## config.mk

```make
export PLATFORM = sky130hd
export DESIGN_NAME = radar_frame_sched
export DESIGN_NICKNAME = d
export VERILOG_FILES = /design/src/rtl/radar_pkg.sv /design/src/rtl/radar_idx_counter.sv /design/src/rtl/radar_frame_sched.sv
export SDC_FILE = /design/constraint.sdc
export NUM_CORES = 1
export LEC_CHECK = 0
export ABC_AREA = 0
export BUFFER_PORTS_ARGS = -buffer_cell sky130_fd_sc_hd__buf_2
export CORE_MARGIN = 1
export CORE_UTILIZATION = 42
export DETAILED_ROUTE_END_ITERATION = 10
export GPL_TIMING_DRIVEN = 0
export PLACE_DENSITY = 0.69
export SLEW_MARGIN = 20
export SYNTH_ARGS = -nofsm -noshare
export SYNTH_HDL_FRONTEND = slang
export SYNTH_SLANG_ARGS = --single-unit
```

## constraint.sdc

```tcl
create_clock -name clock -period 6.9 [get_ports clock]
set_input_delay 0.345 -clock clock [delete_from_list [all_inputs] [get_ports clock]]
set_output_delay 0.345 -clock clock [all_outputs]
set_load 0.05 [all_outputs]
```

## src/rtl/radar_pkg.sv

```systemverilog
// Shared definitions for the radar frame scheduler.
//   sched_state_e : scheduler FSM states
//   IDX_W_DEF     : default row/column index width
//   CH_W_DEF      : default channel number width
//   BEAT_W        : width able to hold chans * ceil(rows/2) * cols at default widths
package radar_pkg;

    localparam int unsigned IDX_W_DEF = 11;
    localparam int unsigned CH_W_DEF  = 4;
    localparam int unsigned BEAT_W    = 2 * IDX_W_DEF + CH_W_DEF;

    typedef enum logic [0:0] {
        StIdle,
        StRun
    } sched_state_e;

endpackage

```

## src/rtl/radar_idx_counter.sv

```systemverilog
// Loadable up-counter with a configurable step and a "last value" flag.
//   clock, reset : rising-edge clock, synchronous active-high reset
//   load         : clear the count to zero (has priority over enable)
//   enable       : advance by STEP, or wrap to zero when already on the last value
//   limit        : number of positions; the last value is the one where value+STEP >= limit
//   value        : current count
//   wrap         : current value is the last one before wrapping
module radar_idx_counter #(
    parameter int unsigned W    = 11,
    parameter int unsigned STEP = 1
) (
    input  logic         clock,
    input  logic         reset,
    input  logic         load,
    input  logic         enable,
    input  logic [W-1:0] limit,
    output logic [W-1:0] value,
    output logic         wrap
);

    localparam logic [W:0] STEP_EXT = (W+1)'(STEP);

    logic [W-1:0] value_q;
    logic [W:0]   next_ext;

    // One extra bit so value+STEP never overflows when limit is near 2^W-1.
    assign next_ext = {1'b0, value_q} + STEP_EXT;
    assign wrap     = (next_ext >= {1'b0, limit});
    assign value    = value_q;

    always_ff @(posedge clock) begin
        if (reset || load) begin
            value_q <= '0;
        end else if (enable) begin
            value_q <= wrap ? '0 : next_ext[W-1:0];
        end
    end

endmodule

```

## src/rtl/radar_frame_sched.sv

```systemverilog
// Radar frame scheduler: walks a frame as channel (outer), row pair (middle), column (inner),
// emitting one two-pixel address beat per handshake.
//   clock, reset                   : rising-edge clock, synchronous active-high reset
//   cfg_rows, cfg_cols, cfg_chans  : frame geometry, captured on an accepted start
//   start, abort                   : frame request / terminate current frame
//   out_ready                      : downstream accepts the current beat
//   row_idx1, col_idx1             : first pixel address (row r, column c)
//   row_idx2, col_idx2             : second pixel address (row r+1, or r on an odd-row tail)
//   channel_num                    : channel of the current beat
//   data_vaild, data_start, data_end, pair_vld2 : beat valid and beat qualifiers
//   busy, done, cfg_err            : frame running, completion pulse, rejected-config pulse
module radar_frame_sched
    import radar_pkg::*;
#(
    parameter int unsigned IDX_W = IDX_W_DEF,
    parameter int unsigned CH_W  = CH_W_DEF
) (
    input  logic             clock,
    input  logic             reset,
    input  logic [IDX_W-1:0] cfg_rows,
    input  logic [IDX_W-1:0] cfg_cols,
    input  logic [CH_W-1:0]  cfg_chans,
    input  logic             start,
    input  logic             abort,
    input  logic             out_ready,
    output logic [IDX_W-1:0] row_idx1,
    output logic [IDX_W-1:0] col_idx1,
    output logic [IDX_W-1:0] row_idx2,
    output logic [IDX_W-1:0] col_idx2,
    output logic [CH_W-1:0]  channel_num,
    output logic             data_vaild,
    output logic             data_start,
    output logic             data_end,
    output logic             pair_vld2,
    output logic             busy,
    output logic             done,
    output logic             cfg_err
);

    sched_state_e state_q, state_d;

    logic [IDX_W-1:0] rows_q, cols_q;
    logic [CH_W-1:0]  chans_q;
    logic             done_q, done_d;
    logic             cfg_err_q, cfg_err_d;

    logic             cfg_ok, load, handshake, last_beat, live, second_real;
    logic [IDX_W-1:0] col_val, row_val;
    logic [CH_W-1:0]  ch_val;
    logic             col_wrap, row_wrap, ch_wrap;
    logic [IDX_W:0]   row_next_ext;

    assign cfg_ok    = (cfg_rows != '0) && (cfg_cols != '0) && (cfg_chans != '0);
    assign handshake = (state_q == StRun) && out_ready;
    assign last_beat = col_wrap && row_wrap && ch_wrap;

    radar_idx_counter #(
        .W    (IDX_W),
        .STEP (1)
    ) u_col_cnt (
        .clock  (clock),
        .reset  (reset),
        .load   (load),
        .enable (handshake),
        .limit  (cols_q),
        .value  (col_val),
        .wrap   (col_wrap)
    );

    radar_idx_counter #(
        .W    (IDX_W),
        .STEP (2)
    ) u_row_cnt (
        .clock  (clock),
        .reset  (reset),
        .load   (load),
        .enable (handshake && col_wrap),
        .limit  (rows_q),
        .value  (row_val),
        .wrap   (row_wrap)
    );

    radar_idx_counter #(
        .W    (CH_W),
        .STEP (1)
    ) u_ch_cnt (
        .clock  (clock),
        .reset  (reset),
        .load   (load),
        .enable (handshake && col_wrap && row_wrap),
        .limit  (chans_q),
        .value  (ch_val),
        .wrap   (ch_wrap)
    );

    always_comb begin
        state_d   = state_q;
        done_d    = 1'b0;
        cfg_err_d = 1'b0;
        load      = 1'b0;
        unique case (state_q)
            StIdle: begin
                if (start) begin
                    if (cfg_ok) begin
                        state_d = StRun;
                        load    = 1'b1;
                    end else begin
                        cfg_err_d = 1'b1;
                    end
                end
            end
            StRun: begin
                // Abort wins over a same-cycle final handshake: no done.
                if (abort) begin
                    state_d = StIdle;
                end else if (handshake && last_beat) begin
                    state_d = StIdle;
                    done_d  = 1'b1;
                end
            end
            default: state_d = StIdle;
        endcase
    end

    always_ff @(posedge clock) begin
        if (reset) begin
            state_q   <= StIdle;
            done_q    <= 1'b0;
            cfg_err_q <= 1'b0;
            rows_q    <= '0;
            cols_q    <= '0;
            chans_q   <= '0;
        end else begin
            state_q   <= state_d;
            done_q    <= done_d;
            cfg_err_q <= cfg_err_d;
            if (load) begin
                rows_q  <= cfg_rows;
                cols_q  <= cfg_cols;
                chans_q <= cfg_chans;
            end
        end
    end

    // Outputs are forced low while reset is held, not just after the first reset edge.
    assign live         = (state_q == StRun) && !reset;
    assign row_next_ext = {1'b0, row_val} + (IDX_W+1)'(1);
    assign second_real  = (row_next_ext < {1'b0, rows_q});

    assign data_vaild  = live;
    assign busy        = live;
    assign row_idx1    = live ? row_val : '0;
    assign col_idx1    = live ? col_val : '0;
    assign col_idx2    = live ? col_val : '0;
    assign row_idx2    = live ? (second_real ? row_next_ext[IDX_W-1:0] : row_val) : '0;
    assign pair_vld2   = live && second_real;
    assign channel_num = live ? ch_val : '0;
    assign data_start  = live && (col_val == '0) && (row_val == '0) && (ch_val == '0);
    assign data_end    = live && last_beat;
    assign done        = done_q && !reset;
    assign cfg_err     = cfg_err_q && !reset;

endmodule

```

==> results_dict.tcl, run 1 <==
set metrics [dict create \
    drt_iter0_markers 230 \
    grt_overflow 0 \
    grt_pass1_wl_microns 15600 \
    vias_per_cell 5.19 \
    drc 12 \
    nets 644 \
    hold_buffers 0 \
    slowest_stage "nor4_1" \
    maxSlewViolCount 0 \
    drive_gt1_frac 0.220 \
    fin_hold_ws_ps 202 \
    yosysTopAreaCellShare 0.280 \
    final_common_cell "buf_2" \
    clock-root-buffer "clkbuf_8" \
    power_density_nw_per_um2 159 \
    cp.arrival_ps 4070 \
    synth_warnings 0 \
    failed_checks "DRC" \
    clockBufferDepth 2 \
    n_antenna_cell 0 \
    timing.setup.tns_ps 0 \
    core_area_sq_um 8810 \
    yosys_register_bits 54 \
    wl_per_cell_microns 14.0 \
    synth_nets 553 \
    synth.avg_cell_area_sq_um 8.00 \
    cts.repair.resized 0 \
    status "complete, but fails checks" \
    synth_edf_count 0 \
    final_cell_area_sq_um 4550 \
    post-route-util 0.517 \
    finalSetupViolCount 0 \
    place_area_sq_um 4410 \
    dp_hpwl_microns 7670 \
    hp-class "in -> reg" \
    cts_sinks 54 \
    insertion_delay_ps 320 \
    fin_crit_sh 0.640 \
    cp-end-kind "primary output" \
    clk_pin_slew_worst_paths_ps 110 \
    cts_buffers 5 \
    cts_setup_buffers 0 \
    cts_max_level 2 \
    path_max_fanout 10 \
    place_congestion 0.848 \
    cap_viol_max_count 0 \
    hold_violations 0 \
    die_h_microns 97.8 \
    drtAntennaViolNets 0 \
    syn_to_final_growth_pct 18.1 \
    dieArea_sq_um 9570 \
    timing.slew.headroom 0.493 \
    critical_path.cell_chain "clkbuf_1, nand4_1, nor3_1, nand3_1, xnor2_1, ha_1, nand3_1, a2111o_1, and2_4, buf_6, clkbuf_1, nor4_1, buf_2" \
    yosysSeqAreaShare 0.280 \
    post-synth-top-area-cell "dfxtp_1" \
    synth_area_sq_um 3850 \
    grtUsageTotal 0.201 \
    worstSetupPathType "reg -> out" \
    first_pass_iters 9 \
    cts_tree "yes" \
    grt_pass1_vias 3216 \
    start_util 0.438 \
    period_needed_ps 4410 \
    p_leak_nw 2.18 \
    finalClockSkew_ps 14.6 \
    worst_pin_slew_ps 754 \
    rsz0062_at_grt "no" \
    synth.area.top_cells "dfxtp_1 (28%), ha_1 (13%), mux2i_1 (6.8%)" \
    placementRows 34 \
    grt_max_degree 17 \
    synthCells 482 \
    die_x_microns 97.8 \
    mostFrequentLayoutCells "buf_2 (90), dfxtp_1 (54), nor2_1 (46), ha_1 (40), inv_1 (34)" \
    wirelength_microns 9560 \
    fmax_mhz 227 \
    grt_antenna_before_repair 0 \
    critPathRequiredTime_ps 6550 \
    boundaryPins 86 \
    ir_drop_mv 0.113 \
    io_buffers 84 \
    cpPeakStageDelay_ps 430 \
    critPathLaunchType "register" \
    synth_ff_type "dfxtp_1" \
    async_flop_share 0 \
    vias 3538 \
    synth_cell_type_count 52 \
]
-- critical path, delay by kind of cell (launching register included) --
| family | cells | cell delay (ps) |
|---|---|---|
| DFF | 1 | 390 |
| and+or+nand+nor | 6 | 1410 |
| AOI/OAI and AO/OA | 1 | 420 |
| xor gates and xnor gates | 1 | 180 |
| adders and majority gates | 1 | 310 |
| buffers and inverters | 4 | 1040 |
-- synthesized netlist by cell type, types with 3 or more instances --
cell	instances
nor2b_1	6
nand2b_1	6
o21ai_0	7
nor3_1	11
a31oi_1	5
a21o_1	3
nand4_1	4
o21ai_1	3
buf_4	18
buf_2	6
or4_1	3
xor2_1	7
o21a_1	3
inv_1	34
a21oi_1	32
nor2_1	46
dfxtp_1	54
xnor2_1	12
ha_1	40
nand3_1	21
clkbuf_1	24
nor4_1	13
mux2i_1	26
nand2_1	29
and2_1	31
nand4b_1	5
-- sequential cells by signal, summed over array words and instances (netlist names) --
name / count
u_ch_cnt.value: 4
done_q: 1
cfg_err_q: 1
u_row_cnt.value: 10
rows_q: 11
chans_q: 4
state_q: 1
u_col_cnt.value: 11
cols_q: 11
-- logic make-up (layout without fill, tap and decap cells) --
family,after synthesis,count (layout),synth area share
compound gates,69,69,0.113
xor+xnor,19,19,0.0432
fa+ha+maj,40,40,0.130
mux,26,26,0.0675
simple gates,189,189,0.262
buf+inv,84,176,0.103
other cells,1,1,0.000973
flops,54,54,0.280
-- per-layer routing --
| layer | wire length (microns) | vias up | share of wire | GRT usage |
|---|---|---|---|---|
| met5 | 0 | - | 0 | 0 |
| met4 | 144 | 0 | 0.015 | 0.0676 |
| met3 | 533 | 9 | 0.056 | 0.0293 |
| met2 | 4380 | 114 | 0.46 | 0.321 |
| met1 | 4500 | 1603 | 0.47 | 0.279 |
| li1 | - | 1812 | - | - |
-- through the flow --
stage,instances,worst slack [ps],power [mW]
finish,682,2490,0.723
global route,682,2160,0.754
CTS,682,2530,0.727
detailed placement,674,2910,0.462
global placement,674,2960,0.458
floorplan,482,2470,0.424
-- final cells by class --
cell class              instances  area, sq um
fillers                       853         4250
multi-input cells             344         2380
flip-flops and latches         54         1080
repair buffers                 84          420
plain buffers                  50          270
well taps                     108          135
inverters                      34          128
clock buffers                   6         82.6
clock inverters                 2         60.1
-- path summary, 6_finish.rpt --
check,start,endpoint,slack (ps),cells past startpoint
worst max register to register,u_col_cnt.value[0]$_SDFFE_PP0P_,u_row_cnt.value[8]$_SDFFE_PP0P_,3300,12
worst max-delay path,u_row_cnt.value[3]$_SDFFE_PP0P_,data_end,2490,13
worst min-delay path,abort,done_q$_SDFF_PP0_,200,2
worst min register to register,cols_q[5]$_SDFFE_PP0P_,cols_q[5]$_SDFFE_PP0P_,500,2
-- report_power, final --
group | internal, mW | switching [mW] | leakage (nW)
clock network | 0.155 | 0.113 | 0.0714
registers | 0.323 | 0.00694 | 0.440
logic | 0.0469 | 0.0785 | 1.66
total | 0.525 | 0.198 | 2.18
Note: power is estimated with default switching activity, not from simulation.
==> run 2, diff against run 1 <==
==> constraint.sdc (replaced) <==
create_clock -name clock -period 4.3 [get_ports clock]
set_input_delay 0.215 -clock clock [delete_from_list [all_inputs] [get_ports clock]]
set_output_delay 0.215 -clock clock [all_outputs]
set_load 0.05 [all_outputs]
==> results_dict.tcl, run 2 (synthesis gave the netlist of run 1 again) <==
set metrics [dict create \
    status "complete, but fails checks" \
    failed_checks "DRC" \
    reg2reg_to "state_q$_SDFF_PP0_" \
    cp.arrival_ps 3830 \
    pwr-share-comb 0.190 \
    hp-class "in -> reg" \
    fin_crit_sh 0.942 \
    cts_sinks 54 \
    worst_pin_slew_ps 629 \
    final_common_cell "buf_2" \
    reg2reg_from "u_col_cnt.value[2]$_SDFFE_PP0P_" \
    finalSetupViolCount 0 \
    core_area_sq_um 8810 \
    critPathLaunchType "register" \
    grt_pass1_wl_microns 15900 \
    insertion_delay_ps 320 \
    drtAntennaViolNets 0 \
    switching_power_uw 317 \
    die_h_microns 97.8 \
    p_leak_nw 2.17 \
    start_util 0.438 \
    cap_viol_max_count 0 \
    first_pass_iters 10 \
    reg2reg_slack_ps 840 \
    n_antenna_cell 0 \
    p_seq_frac 0.488 \
    vias_per_cell 5.31 \
    syn_to_final_growth_pct 17.6 \
    worstSetupStartpoint "u_row_cnt.value[3]$_SDFFE_PP0P_" \
    clock-root-buffer "clkbuf_8" \
    ir_drop_mv 0.144 \
    cts_buffers 5 \
    fillers 851 \
    p_int_uw 766 \
    clockBufferDepth 2 \
    grt_pass1_vias 3253 \
    finalPower_mw 1.08 \
    placementRows 34 \
    grt_overflow 0 \
    dieArea_sq_um 9570 \
    place_congestion 0.846 \
    dp_hpwl_microns 7530 \
    maxSlewViolCount 0 \
    boundaryPins 86 \
    timing.slew.headroom 0.570 \
    nets 644 \
    wl_per_cell_microns 13.9 \
    period_needed_ps 4050 \
    io_buffers 84 \
    rr_worst_depth 13 \
    cts_max_level 2 \
    wirelength_microns 9490 \
    worstSetupPathType "reg -> out" \
    cts_tree "yes" \
    clk_pin_slew_worst_paths_ps 100 \
    grt_antenna_before_repair 0 \
    path_max_fanout 10 \
    swShare 0.293 \
    grtUsageTotal 0.204 \
    drt_iter0_markers 222 \
    vias 3621 \
    die_x_microns 97.8 \
    power_density_nw_per_um2 239 \
    critPathRequiredTime_ps 4090 \
    drive_gt1_frac 0.225 \
    mostFrequentLayoutCells "buf_2 (90), dfxtp_1 (54), nor2_1 (46), ha_1 (40), inv_1 (34)" \
    cp-end-kind "primary output" \
    whs_path_depth 2 \
    timing.setup.tns_ps 0 \
    fin_hold_ws_ps 85.9 \
    cts_setup_buffers 0 \
    finalClockSkew_ps 12.9 \
    drc 20 \
    hold_violations 0 \
    power_frac_clock 0.322 \
    grt_max_degree 17 \
    endpoint "data_end" \
    hold_buffers 0 \
    rsz0062_at_grt "no" \
    fmax_mhz 247 \
]
[run 2: cell count changes in the layout (fill, tap and decap cells not counted)]
cell	change
clkinv_2	+2
nor4_1	-2
nor4_2	+2
bufinv_16	-1
clkbuf_1	-1
clkbuf_2	+1
clkbuf_8	-1
[run 2: stage by stage]
step | cells | area [sq um] | util | worst slack (ps)
after floorplan | 482 | 3860 | - | 568
after global placement | 674 | 4420 | 0.502 | 539
after detailed placement | 674 | 4420 | 0.502 | 485
after CTS | 682 | 4530 | 0.514 | 122
after global routing | 682 | 4530 | 0.515 | 15.1
final | 682 | 4530 | 0.515 | 251
[run 2: power groups by stage]
stage	Clock (mW)	Combinational [mW]	Sequential, mW
after global routing	0.371	0.227	0.532
after detailed placement	0	0.202	0.541
after global placement	0	0.197	0.540
after floorplan	0	0.144	0.537
final	0.348	0.206	0.529
after CTS	0.352	0.203	0.529
[run 2: what timing repair did]
action                                  CTS  global route
hold endpoints to repair                  0             0
resized for setup                         0             3
endpoints found under the setup margin    0             1
[run 2: area by class of cell]
type / instances / area, sq um / area share
Tap cell: 108 / 135 / 0.0298
Timing Repair Buffer: 84 / 420 / 0.0927
Sequential cell: 54 / 1080 / 0.238
Multi-Input combinational cell: 344 / 2390 / 0.527
Clock inverter: 3 / 40.0 / 0.00883
Buffer: 50 / 272 / 0.0599
Clock buffer: 5 / 68.8 / 0.0152
Inverter: 34 / 128 / 0.0282
[run 2: metal layers]
| metal | vias up | track usage | share of wire |
|---|---|---|---|
| met1 | 1663 | 0.303 | 0.49 |
| met2 | 131 | 0.304 | 0.42 |
| met4 | 0 | 0.0583 | 0.019 |
| li1 | 1810 | - | - |
| met5 | - | 0 | 0 |
| met3 | 17 | 0.0293 | 0.061 |
[run 2: critical path: stages, from the launching register on]
cell	delay [ps]
dfxtp_1	380
clkbuf_2	250
nand4_1	140
nor3_1	380
nand3_1	150
xnor2_1	190
ha_1	320
nand3_1	110
a2111o_1	420
and2_4	150
buf_6	120
clkbuf_1	240
nor4_2	360
buf_2	320
[run 2: worst min-delay path by stage]
| stage | slack [ps] | startpoint | end |
|---|---|---|---|
| after floorplan | 290 | abort | done_q$_SDFF_PP0_ |
| after global placement | 420 | abort | done_q$_SDFF_PP0_ |
| after detailed placement | 420 | abort | done_q$_SDFF_PP0_ |
| after CTS | 90 | abort | done_q$_SDFF_PP0_ |
| after global routing | 80 | abort | done_q$_SDFF_PP0_ |
| final | 90 | abort | done_q$_SDFF_PP0_ |
